<file path="config.mk">
export PLATFORM = sky130hd
export DESIGN_NAME = scale_down_box
export DESIGN_NICKNAME = d
export VERILOG_FILES = /design/src/rtl/scale_pkg.sv /design/src/rtl/scale_line_buf.sv /design/src/rtl/scale_down_box.sv
export SDC_FILE = /design/constraint.sdc
export NUM_CORES = 1
export LEC_CHECK = 0
export ABC_AREA = 1
export BUFFER_PORTS_ARGS = -buffer_cell sky130_fd_sc_hd__buf_4
export CAP_MARGIN = 25
export CORE_ASPECT_RATIO = 1.25
export CORE_MARGIN = 2
export CORE_UTILIZATION = 50
export DETAILED_ROUTE_END_ITERATION = 7
export PLACE_DENSITY = 0.7
export SLEW_MARGIN = 5
export SYNTH_ARGS = -nofsm -noshare
export SYNTH_HDL_FRONTEND = slang
export SYNTH_SLANG_ARGS = --single-unit
</file>
<file path="constraint.sdc">
create_clock -name clk -period 6.7 [get_ports clk]
set_input_delay 1.34 -clock clk [delete_from_list [all_inputs] [get_ports clk]]
set_output_delay 1.34 -clock clk [all_outputs]
set_load 0.005 [all_outputs]
</file>
<file path="src/rtl/scale_pkg.sv">
// Shared types and width helpers for the power-of-two image down-scaler.
package scale_pkg;

  typedef enum logic {
    MODE_AVG = 1'b0,
    MODE_DEC = 1'b1
  } mode_t;

  function automatic int sum_w(input int pix_w, input int f_log2);
    return pix_w + 2 * f_log2;
  endfunction

  function automatic int buf_depth(input int img_w, input int f_log2);
    return img_w >> f_log2;
  endfunction

  function automatic int cnt_w(input int n);
    return (n <= 2) ? 1 : $clog2(n);
  endfunction

endpackage

</file>
<file path="src/rtl/scale_line_buf.sv">
// Single-port line buffer: synchronous write, combinational read at the same address.
module scale_line_buf
  import scale_pkg::*;
#(
  parameter int DEPTH = 64,
  parameter int WIDTH = 10,
  parameter int A_W   = cnt_w(DEPTH)
) (
  input  logic             clk,
  input  logic             we,
  input  logic [A_W-1:0]   addr,
  input  logic [WIDTH-1:0] wdata,
  output logic [WIDTH-1:0] rdata
);

  logic [WIDTH-1:0] r_mem [DEPTH];

  always_ff @(posedge clk) begin
    if (we) r_mem[addr] <= wdata;
  end

  assign rdata = r_mem[addr];

endmodule

</file>
<file path="src/rtl/scale_down_box.sv">
// Raster-stream down-scaler by F = 2^FACTOR_LOG2: rounded FxF box average or
// top-left decimation, with ask/display handshakes and output backpressure.
module scale_down_box
  import scale_pkg::*;
#(
  parameter int IMG_W       = 128,
  parameter int IMG_H       = 128,
  parameter int PIX_W       = 8,
  parameter int FACTOR_LOG2 = 1
) (
  input  logic             clk,
  input  logic             reset,
  input  logic             mode,
  input  logic [PIX_W-1:0] in,
  input  logic             in_valid,
  output logic             ask,
  output logic [PIX_W-1:0] out,
  output logic             display,
  input  logic             out_ready,
  output logic             frame_done
);

  localparam int F      = 1 << FACTOR_LOG2;
  localparam int HACC_W = PIX_W + FACTOR_LOG2;
  localparam int SUM_W  = sum_w(PIX_W, FACTOR_LOG2);
  localparam int DEPTH  = buf_depth(IMG_W, FACTOR_LOG2);
  localparam int X_W    = cnt_w(IMG_W);
  localparam int Y_W    = cnt_w(IMG_H);
  localparam int A_W    = cnt_w(DEPTH);

  // Round half up; the result cannot exceed the pixel range since S <= F*F*(2^PIX_W-1).
  function automatic logic [PIX_W-1:0] round_avg(input logic [SUM_W-1:0] s);
    logic [SUM_W-1:0] t;
    t = s + SUM_W'(1 << (2 * FACTOR_LOG2 - 1));
    return PIX_W'(t >> (2 * FACTOR_LOG2));
  endfunction

  logic              r_en;
  logic [X_W-1:0]    r_x;
  logic [Y_W-1:0]    r_y;
  mode_t             r_mode;
  logic [HACC_W-1:0] r_hacc;

  logic              w_accept;
  logic              w_first;
  logic              w_x_start;
  logic              w_x_end;
  logic              w_y_start;
  logic              w_y_end;
  logic              w_x_last;
  mode_t             w_mode;
  logic [HACC_W-1:0] w_hsum;
  logic [A_W-1:0]    w_addr;
  logic [SUM_W-1:0]  w_rd;
  logic [SUM_W-1:0]  w_wr;
  logic              w_we;
  logic              w_load;
  logic              w_load_fd;
  logic [PIX_W-1:0]  w_res;

  assign ask       = r_en && !(display && !out_ready);
  assign w_accept  = ask && in_valid;
  assign w_x_start = (r_x[FACTOR_LOG2-1:0] == '0);
  assign w_x_end   = &r_x[FACTOR_LOG2-1:0];
  assign w_y_start = (r_y[FACTOR_LOG2-1:0] == '0);
  assign w_y_end   = &r_y[FACTOR_LOG2-1:0];
  assign w_x_last  = (r_x == X_W'(IMG_W - 1));
  assign w_first   = (r_x == '0) && (r_y == '0);
  // Pixel (0,0) already obeys the incoming mode, before it is latched.
  assign w_mode    = w_first ? mode_t'(mode) : r_mode;

  assign w_hsum = (w_x_start ? '0 : r_hacc) + HACC_W'(in);
  assign w_addr = A_W'(r_x >> FACTOR_LOG2);
  assign w_wr   = (w_y_start ? '0 : w_rd) + SUM_W'(w_hsum);
  assign w_we   = w_accept && (w_mode == MODE_AVG) && w_x_end;

  scale_line_buf #(
    .DEPTH (DEPTH),
    .WIDTH (SUM_W),
    .A_W   (A_W)
  ) u_line_buf (
    .clk   (clk),
    .we    (w_we),
    .addr  (w_addr),
    .wdata (w_wr),
    .rdata (w_rd)
  );

  always_comb begin
    w_load    = 1'b0;
    w_load_fd = 1'b0;
    w_res     = '0;
    if (w_accept) begin
      if (w_mode == MODE_AVG) begin
        w_load    = w_x_end && w_y_end;
        w_res     = round_avg(w_wr);
        w_load_fd = (r_x == X_W'(IMG_W - 1)) && (r_y == Y_W'(IMG_H - 1));
      end else begin
        w_load    = w_x_start && w_y_start;
        w_res     = in;
        w_load_fd = (r_x == X_W'(IMG_W - F)) && (r_y == Y_W'(IMG_H - F));
      end
    end
  end

  always_ff @(posedge clk or negedge reset) begin
    if (!reset) begin
      r_en   <= 1'b0;
      r_x    <= '0;
      r_y    <= '0;
      r_mode <= MODE_AVG;
      r_hacc <= '0;
    end else begin
      r_en <= 1'b1;
      if (w_accept) begin
        r_hacc <= w_hsum;
        if (w_first) r_mode <= mode_t'(mode);
        if (w_x_last) begin
          r_x <= '0;
          r_y <= (r_y == Y_W'(IMG_H - 1)) ? '0 : r_y + Y_W'(1);
        end else begin
          r_x <= r_x + X_W'(1);
        end
      end
    end
  end

  // Output register: a new result may load on the same edge the old one is consumed.
  always_ff @(posedge clk or negedge reset) begin
    if (!reset) begin
      out        <= '0;
      display    <= 1'b0;
      frame_done <= 1'b0;
    end else if (w_load) begin
      out        <= w_res;
      display    <= 1'b1;
      frame_done <= w_load_fd;
    end else if (display && out_ready) begin
      display    <= 1'b0;
      frame_done <= 1'b0;
    end
  end

endmodule

</file>
==> summary.md, run 1 <==
The proportion of register bits with asynchronous set or reset after synthesis is 5.19%. The tools report the endpoint class of the critical path as a flip-flop. The most repeated library cell on the critical path is sky130_fd_sc_hd__nand2_1. Worst flop-to-flop path endpoint: u_line_buf.r_mem[30][9]$_DFFE_PP_. The checks that failed: design-rule violations.

The slowest stage of the critical path is the sky130_fd_sc_hd__nor2_4 cell. Once routing completed, OpenROAD measured the worst setup slack at 1.57 ns. The combined global-route utilization of all metal layers came out at 26.2%. The largest single stage delay on the critical path is 0.59 ns.

The worst register-to-register path begins at r_x[3]$_DFFE_PN0P_. Fraction of layout cells with a size suffix above 1: 11.8%. The routed layout has 17400 vias.

The number of buffers and inverters on the critical path came out at 5. Detailed placement finished with a half-perimeter wire length of 45800 um. Hold repair after CTS inserted 0 buffers. TritonCTS built the clock tree.

The via count of the first global-routing pass was 17000. Once placement finished, the instance area stood at 0.0288 sq mm. STA classifies the critical path startpoint as a flip-flop. Measured along the y axis, the die boundary spans 264 um. The die width was 212 um; the detailed-route vias per instance was 5.86. The tools report the filler cell count in the final layout as 4083. Port buffering added 23 buffers. The post-cts sizing count was 0; the layout overhead on the synthesized area was 13.9%.

The clock tree synthesis step divided the H-tree into 2 levels. The tools report the post-synthesis instance area as 0.0271 sq mm. Of the total synthesized cell area, the portion taken by XOR and XNOR cells is 0.485%. The routed design has 73000 um of wire.

The cell count of the worst hold path works out to 2. Classification of the worst-slack hold path: flip-flop to flip-flop. Buffers inserted during clock tree synthesis total 59.

The effective utilization at floorplan was 50.5%. In this run the worst path has a maximum fanout of 36. The area fraction in and, or, nand and nor cells after synthesis is 13.1%. Leaving out fill and tap cells, the most frequent cell in the layout is sky130_fd_sc_hd__edfxtp_1. The worst path in the final design needs a cycle of 5.13 ns, including I/O delays and setup. During synthesis, Yosys emitted a total of 0 warnings. The worst path uses 76.6% of the clock period. The largest family of logic cells by synthesized area was simple AND/OR/NAND/NOR gates. The weighted congestion at the end of routability-driven global placement was 0.909; the flip-flop and latch count after synthesis was 675.

The floorplan step defined a die boundary enclosing 0.0561 sq mm. The maximum achievable frequency is 195 MHz, and the mean instance size in the synthesized netlist is 12.9 sq um. The run finished, with violations left. Headroom to the max-slew limit came out at 30.5%. For this design, the sink count on the clock tree is 675. The portion of the post-synthesis area used by sequential elements was 74.2%. Among all flip-flop cells after synthesis, the most frequent one is sky130_fd_sc_hd__edfxtp_1. The wire length of the first global-routing pass came out at 108000 um.

For the count of placed standard cells including taps, the log shows 2858. In this run the count of I/O pins placed on the die edge is 24. The worst-case reg-to-reg path depth is 20. Clock latency on the worst-skew pair, taken at its later pin, is 0.61 ns. The first TritonRoute pass finished after 8 iterations.

Global routing finished with a remaining overflow of 0. Clock-pin slew was measured on the worst setup and hold paths at 0.07 ns. The number of DRC markers in iteration 0 was 2184; the adder-cell share of the synthesized area was 1.26%. In the final layout, the multi-input gates occupy 0.00602 sq mm.

Grouping stages by cell kind, the critical path spends the most delay in simple AND/OR/NAND/NOR gates. STA puts the critical path data required time at 7.04 ns. The area of the placeable core was 0.0536 sq mm; the sequential cell area in the final layout was 0.0201 sq mm. The finished layout cell area was 0.0309 sq mm; the number of nets in the synthesized netlist was 2131. Remaining antenna violation count: 0. The max-capacitance violation count is 0, and the cell count after synthesis is 2092.

The buffer type at the clock tree root is sky130_fd_sc_hd__clkbuf_16. Count of non-filler cells in the finished layout: 2977. For the number of pins with negative max-slew slack in the final report, the log shows 0. The number of distinct standard cells referenced by the synthesized netlist came out at 51. Counting flops with a built-in enable in the synthesized netlist gives 640.

For the worst setup path, the data arrival time is 5.47 ns. The worst register-to-register path has a setup slack of 1.57 ns. The floorplan has 95 rows. The run gives 3.23% as the global routing met3 resource utilization. The capture endpoint of the worst hold path is r_hacc[8]$_DFFE_PN0P_. At the pin with the least slew margin, the transition time is 1.04 ns.

At the placement stage, the worst setup path has a slack of 1.43 ns. The run gives 0.0117 ns as the worst setup skew after layout. At the end of the flow, the number of nets in the layout was 2241. The worst hold path startpoint was r_hacc[8]$_DFFE_PN0P_. The largest buffer count on any clock path was 3; the maximum number of pins on one net before global-route repair was 65. The multiplexer area fraction after synthesis is 0%, and the final routed wire length divided by cell count is 24.5 um. Traced cell by cell, the critical path runs through inv_1, nand2_1, nor2_4, buf_4, nand2_1, nand4_1, o21ai_0, nand2_1, nor2_1, a21oi_1, ha_1, nand2_1, inv_1, a21oi_1, nand2_1, a21oi_1, inv_1, nand2_1, nand2_2, buf_16.

For this run, global-route usage on met2 was measured as 44.0%. The critical path class is flip-flop to flip-flop. In the global route stage, met1 resource usage came out at 33.7%. Setup repair after global routing left no endpoint under its margin. Summing the areas of all compound-gate instances in the mapped netlist gives 7.06% of the synthesized area. The DRC violation count after routing is 1. The initial antenna violation count is 0, and the number of antenna repair diodes is 0.

The number of hold violations in the final report came out at 0. After clock tree synthesis, the setup repair step added 0 buffers. The run gives 0 ns as the total negative slack for setup checks. The final setup violation count is 0.

The global-route layer with the greatest usage was met2. In the layout the commonest cells are 640 x sky130_fd_sc_hd__edfxtp_1, 558 x sky130_fd_sc_hd__nand2_1, 166 x sky130_fd_sc_hd__inv_1, 116 x sky130_fd_sc_hd__nor2_1, 99 x sky130_fd_sc_hd__buf_4.
==> worst register-to-register path, stage by stage (launching register included) <==
cell	delay, ns
sky130_fd_sc_hd__dfrtp_1	0.51
sky130_fd_sc_hd__inv_1	0.17
sky130_fd_sc_hd__nand2_1	0.11
sky130_fd_sc_hd__nor2_4	0.59
sky130_fd_sc_hd__buf_4	0.55
sky130_fd_sc_hd__nand2_1	0.10
sky130_fd_sc_hd__nand4_1	0.13
sky130_fd_sc_hd__o21ai_0	0.32
sky130_fd_sc_hd__nand2_1	0.18
sky130_fd_sc_hd__nor2_1	0.07
sky130_fd_sc_hd__a21oi_1	0.23
sky130_fd_sc_hd__ha_1	0.32
sky130_fd_sc_hd__nand2_1	0.07
sky130_fd_sc_hd__inv_1	0.05
sky130_fd_sc_hd__a21oi_1	0.20
sky130_fd_sc_hd__nand2_1	0.10
sky130_fd_sc_hd__a21oi_1	0.27
sky130_fd_sc_hd__inv_1	0.10
sky130_fd_sc_hd__nand2_1	0.11
sky130_fd_sc_hd__nand2_2	0.35
sky130_fd_sc_hd__buf_16	0.32
==> synthesized netlist by cell type, drive strengths merged, types with 2 or more instances <==
| master | count | area share [%] |
|---|---|---|
| o211ai | 2 | 0.055 |
| a22o | 12 | 0.39 |
| o2111a | 6 | 0.25 |
| xnor2 | 3 | 0.097 |
| clkbuf | 40 | 0.55 |
| nor3 | 11 | 0.30 |
| a21boi | 3 | 0.083 |
| clkinv | 5 | 0.069 |
| fa | 2 | 0.15 |
| o2111ai | 9 | 0.29 |
| nand4 | 63 | 1.5 |
| o21ai | 53 | 1.1 |
| a22oi | 79 | 2.2 |
| xor2 | 12 | 0.39 |
| a211oi | 3 | 0.083 |
| o21bai | 3 | 0.083 |
| edfxtp | 640 | 71 |
| nand2 | 563 | 7.8 |
| ha | 24 | 1.1 |
| buf | 39 | 0.81 |
| a21oi | 50 | 0.95 |
| nand3 | 66 | 1.2 |
| dfrtp | 35 | 3.2 |
| inv | 177 | 2.5 |
| nor2 | 128 | 2.0 |
| a221oi | 45 | 1.5 |
| a31oi | 2 | 0.046 |
| or2 | 7 | 0.16 |
==> state kept, by name, summed over array words and instances (netlist names) <==
name,count
u_line_buf.r_mem,640
r_hacc,9
out,8
r_x,7
r_y,7
display,1
frame_done,1
r_en,1
r_mode,1
==> worst max path at each step <==
stage | start | to | slack, ns | cells after the start
after floorplan | in[0] | out[5]$_DFFE_PN0P_ | 1.09 | 13
after global placement | in[0] | u_line_buf.r_mem[28][9]$_DFFE_PP_ | 1.57 | 17
after detailed placement | in[0] | u_line_buf.r_mem[27][9]$_DFFE_PP_ | 1.43 | 17
after CTS | r_x[3]$_DFFE_PN0P_ | u_line_buf.r_mem[13][9]$_DFFE_PP_ | 1.43 | 19
after global routing | r_x[1]$_DFFE_PN0P_ | u_line_buf.r_mem[9][8]$_DFFE_PP_ | 1.30 | 17
final | r_x[3]$_DFFE_PN0P_ | u_line_buf.r_mem[30][9]$_DFFE_PP_ | 1.57 | 20
==> per-layer routing <==
metal  share of wire [%]  vias up
met5                   0        -
met4                 5.6        0
met3                 9.0      208
met2                  49      997
met1                  36     8547
li1                    -     7691
==> cells by family (layout without fill, tap and decap cells) <==
| logic type | count (synthesis) | after routing |
|---|---|---|
| compound gates | 271 | 271 |
| xor+xnor | 15 | 15 |
| fa+ha+maj | 26 | 26 |
| buf+inv | 261 | 419 |
| flops | 675 | 675 |
| other cells | 1 | 1 |
| simple gates | 843 | 843 |
==> per-stage QoR <==
step           utilization [%]  hold slack, ns
3_5_place_dp              53.6           0.466
5_1_grt                   57.6           0.497
3_3_place_gp              52.8           0.463
4_1_cts                   57.4           0.484
2_1_floorplan                -           0.449
6_report                  57.6           0.483
==> layout make-up <==
cell class	count	share of cell area, %
clock buffers	73	5.09
clock inverters	36	1.41
inverters	182	2.22
multi-input cells	1156	19.5
flip-flops and latches	675	65.1
well taps	727	2.95
repair buffers	128	3.69
Power of run 1 is left out: the tool's default activity adds up to more than one toggle a clock period on the data nets, which glitch-free logic cannot reach.
==> run 2, diff against run 1 <==
==> constraint.sdc (replaced) <==
create_clock -name clk -period 5 [get_ports clk]
set_input_delay 1 -clock clk [delete_from_list [all_inputs] [get_ports clk]]
set_output_delay 1 -clock clk [all_outputs]
set_load 0.005 [all_outputs]
==> run 2 against run 1 <==
The flow now finishes without violations. Via count about the same. Global-route usage down 0.16 points. Die area unchanged. Critical path depth down 2. Register-to-register slack worse by 1.4 ns. Maximum frequency up 6.6%. Cell area unchanged. Non-clock buffer count up 32. First-iteration DRC count down 11%. Critical path type unchanged. Critical endpoint is now u_line_buf.r_mem[51][9]$_DFFE_PP_.
==> summary.md, run 2 (same netlist as run 1, synthesis figures left out) <==
The total number of vias is 17500. The worst setup path is of the flip-flop to flip-flop kind. Between clock sinks in the finished design, the worst skew comes to 0.0197 ns.

The first global-routing pass estimated 107000 um of wire. The combined global-route utilization of all metal layers is 26.1%. The uppermost metal layer occupied by signal nets is met4.

Leaving out fill and tap cells, the most frequent cells in the layout are 640 x sky130_fd_sc_hd__edfxtp_1, 558 x sky130_fd_sc_hd__nand2_1, 166 x sky130_fd_sc_hd__inv_1, 147 x sky130_fd_sc_hd__buf_4, 116 x sky130_fd_sc_hd__nor2_1. The logs give 1934 for the number of DRC markers in iteration 0 and 0.0201 sq mm for the sequential cell area in the final layout. TritonCTS built the clock tree.

CTS placed an instance of sky130_fd_sc_hd__clkbuf_16 at the clock tree root. The die covers 0.0561 sq mm. Clock-pin slew was measured on the worst setup and hold paths at 0.07 ns.

The most critical setup path has its startpoint at r_x[3]$_DFFE_PN0P_. After the last flow step, the layout net total stands at 2274. The relative slew slack came out at 39.6%. The detail route stage leaves a number of antenna-violating nets equal to 0. The tools report the worst flop-to-flop path endpoint as u_line_buf.r_mem[51][9]$_DFFE_PP_. The initial utilization of the core area, before any placement, comes to 50.5%. In this run the number of cells on the critical path is 18. Final period demand of the worst path: 4.81 ns. The endpoint of the most critical setup path is u_line_buf.r_mem[51][9]$_DFFE_PP_. The kind of cell adding the most delay to the critical path is simple AND/OR/NAND/NOR gates. The largest stage delay on the critical path works out to 0.58 ns.

For this block, the routed nets add up to 72500 um of wire. The flip-flop count of the largest register after layout came out at 640. The library cell used most frequently in the layout, excluding fill and tap cells, is sky130_fd_sc_hd__edfxtp_1.

Peak fanout along the critical path: 64. From synthesis to final layout, the design area changed by 13.9%. Derived from the worst setup path, the maximum achievable clock frequency is 208 MHz. Counting flops per register, the top entry is u_line_buf.r_mem. The run finished with clean final reports. Traced cell by cell, the critical path runs through nand2_1, nor2_4, buf_4, a22o_1, nand3b_1, nand2_1, nand2_1, nor2_1, a21oi_1, ha_1, inv_1, o21ai_0, a21oi_1, nand2_1, a21oi_1, nand3_1, nand2_2, buf_4. The max-capacitance violation count was 0; the length of routed met3 wiring was 5390 um. Before antenna repair, the detailed router went through 7 iterations. After detailed routing, the met2 layer carries 35300 um of wire.

The clock network latency to the later pin of the worst-skew pair was 0.63 ns; the worst path arrival time was 5.15 ns. The slowest stage of the critical path belongs to the cell sky130_fd_sc_hd__dfrtp_1. The classification of the worst-slack hold path was primary input to async pin. The start of the worst register-to-register path was r_x[3]$_DFFE_PN0P_.

The via count of the first global-routing pass came out at 16900. After layout, the worst setup slack is 0.188 ns. Ratio of final minimum period to clock period: 96.2%.

The logs give 0 for the number of antenna repair diodes and 24 for the number of ports placed on the die boundary. Entering global routing, the biggest net connects 65 pins. Buffers inserted to repair hold after CTS numbered 0.

The multi-input combinational cells in the finished layout cover a total of 0.00603 sq mm. Filler cell count in the final layout: 4207. The run gives 0 as the number of pins with negative max-slew slack in the final report. The worst register-to-register path has a depth of 18. The number of hold violations in the final report is 0. In this run the number of H-tree levels came out at 2. The run gives 45300 um as the HPWL after detailed placement.

The startpoint class of the critical path was a flip-flop. The worst register-to-register path has a setup slack of 0.19 ns. After detailed routing, the average wire length per cell comes to 24.1 um. The clock drives 675 sinks. The tools report the initial antenna violation count as 0. The number of buffer cells added on primary ports is 23. The actual transition at the worst max-transition pin works out to 0.902 ns. The total congestion overflow after global routing is 0, and the largest buffer count on any clock path is 3. In this run the vertical extent of the chip is 264 um. The logs give 5.34 ns for the data required time at the worst endpoint and 95 for the floorplan row count. After detailed routing, the number of vias per cell comes to 5.80. The critical path contains buffers and inverters numbering 3 combined. The largest registers in the layout are u_line_buf.r_mem x640, r_hacc x9, out x8. The fraction of layout cells with a size suffix above 1 came out at 12.8%. The number of gates resized after CTS was 0. Minimum setup slack after placement: 0.312 ns. The total area inside the core boundary comes to 0.0536 sq mm.

The DRC violation count after routing is 0. Endpoint class of the critical path: a flip-flop. The run gives 59 as the number of buffers added by the clock tree synthesis step.

On the final layout, the worst hold slack is 0.329 ns. Post-CTS timing repair inserted 0 buffers for setup. The cell that appears most often on the critical path is sky130_fd_sc_hd__nand2_1. The final setup violation count is 0. The met1 wire length is 28000 um, and the die width is 212 um.

At the end of routability-driven placement, the weighted congestion stood at 0.913.
[run 2: cell types whose count changed in the layout (fill, tap and decap cells not counted), moves of 5 or more]
cell / previous run / this run
sky130_fd_sc_hd__buf_6: 22 / 0
sky130_fd_sc_hd__inv_6: 0 / 5
sky130_fd_sc_hd__clkinvlp_4: 6 / 0
sky130_fd_sc_hd__buf_12: 6 / 13
sky130_fd_sc_hd__bufinv_16: 10 / 3
sky130_fd_sc_hd__buf_4: 99 / 147
[run 2: stage by stage]
step / utilization [%] / TNS, ns / instance area, sq um / instances
after floorplan: - / 0 / 27100 / 2092
after global placement: 54.2 / 0 / 29100 / 2899
after detailed placement: 54.2 / 0 / 29100 / 2899
after CTS: 57.5 / 0 / 30800 / 3006
after global routing: 57.6 / -0.0819 / 30900 / 3008
final: 57.6 / 0 / 30900 / 3008
[run 2: layer usage]
layer,up-vias,global-route usage [%]
met5,-,0
met1,8698,33.9
met3,174,4.04
met4,0,12.4
met2,818,42.9
li1,7768,-
[run 2: layout make-up]
type | count | share of cell area [%]
Sequential cell | 675 | 65.1
Multi-Input combinational cell | 1157 | 19.5
Clock buffer | 72 | 4.94
Timing Repair Buffer | 160 | 4.42
Tap cell | 727 | 2.95
Inverter | 182 | 2.22
Clock inverter | 35 | 0.815
[run 2: worst min path at each step]
| stage | from | to | slack (ns) | cells after the start |
|---|---|---|---|---|
| finish | reset | r_hacc[3]$_DFFE_PN0P_ | 0.33 | 1 |
| global route | reset | r_hacc[1]$_DFFE_PN0P_ | 0.35 | 1 |
| CTS | reset | out[7]$_DFFE_PN0P_ | 0.32 | 1 |
| detailed placement | r_hacc[6]$_DFFE_PN0P_ | r_hacc[6]$_DFFE_PN0P_ | 0.47 | 2 |
| global placement | r_hacc[0]$_DFFE_PN0P_ | r_hacc[0]$_DFFE_PN0P_ | 0.47 | 2 |
| floorplan | r_hacc[8]$_DFFE_PN0P_ | r_hacc[8]$_DFFE_PN0P_ | 0.45 | 2 |
Power of run 2 is left out for the same reason.
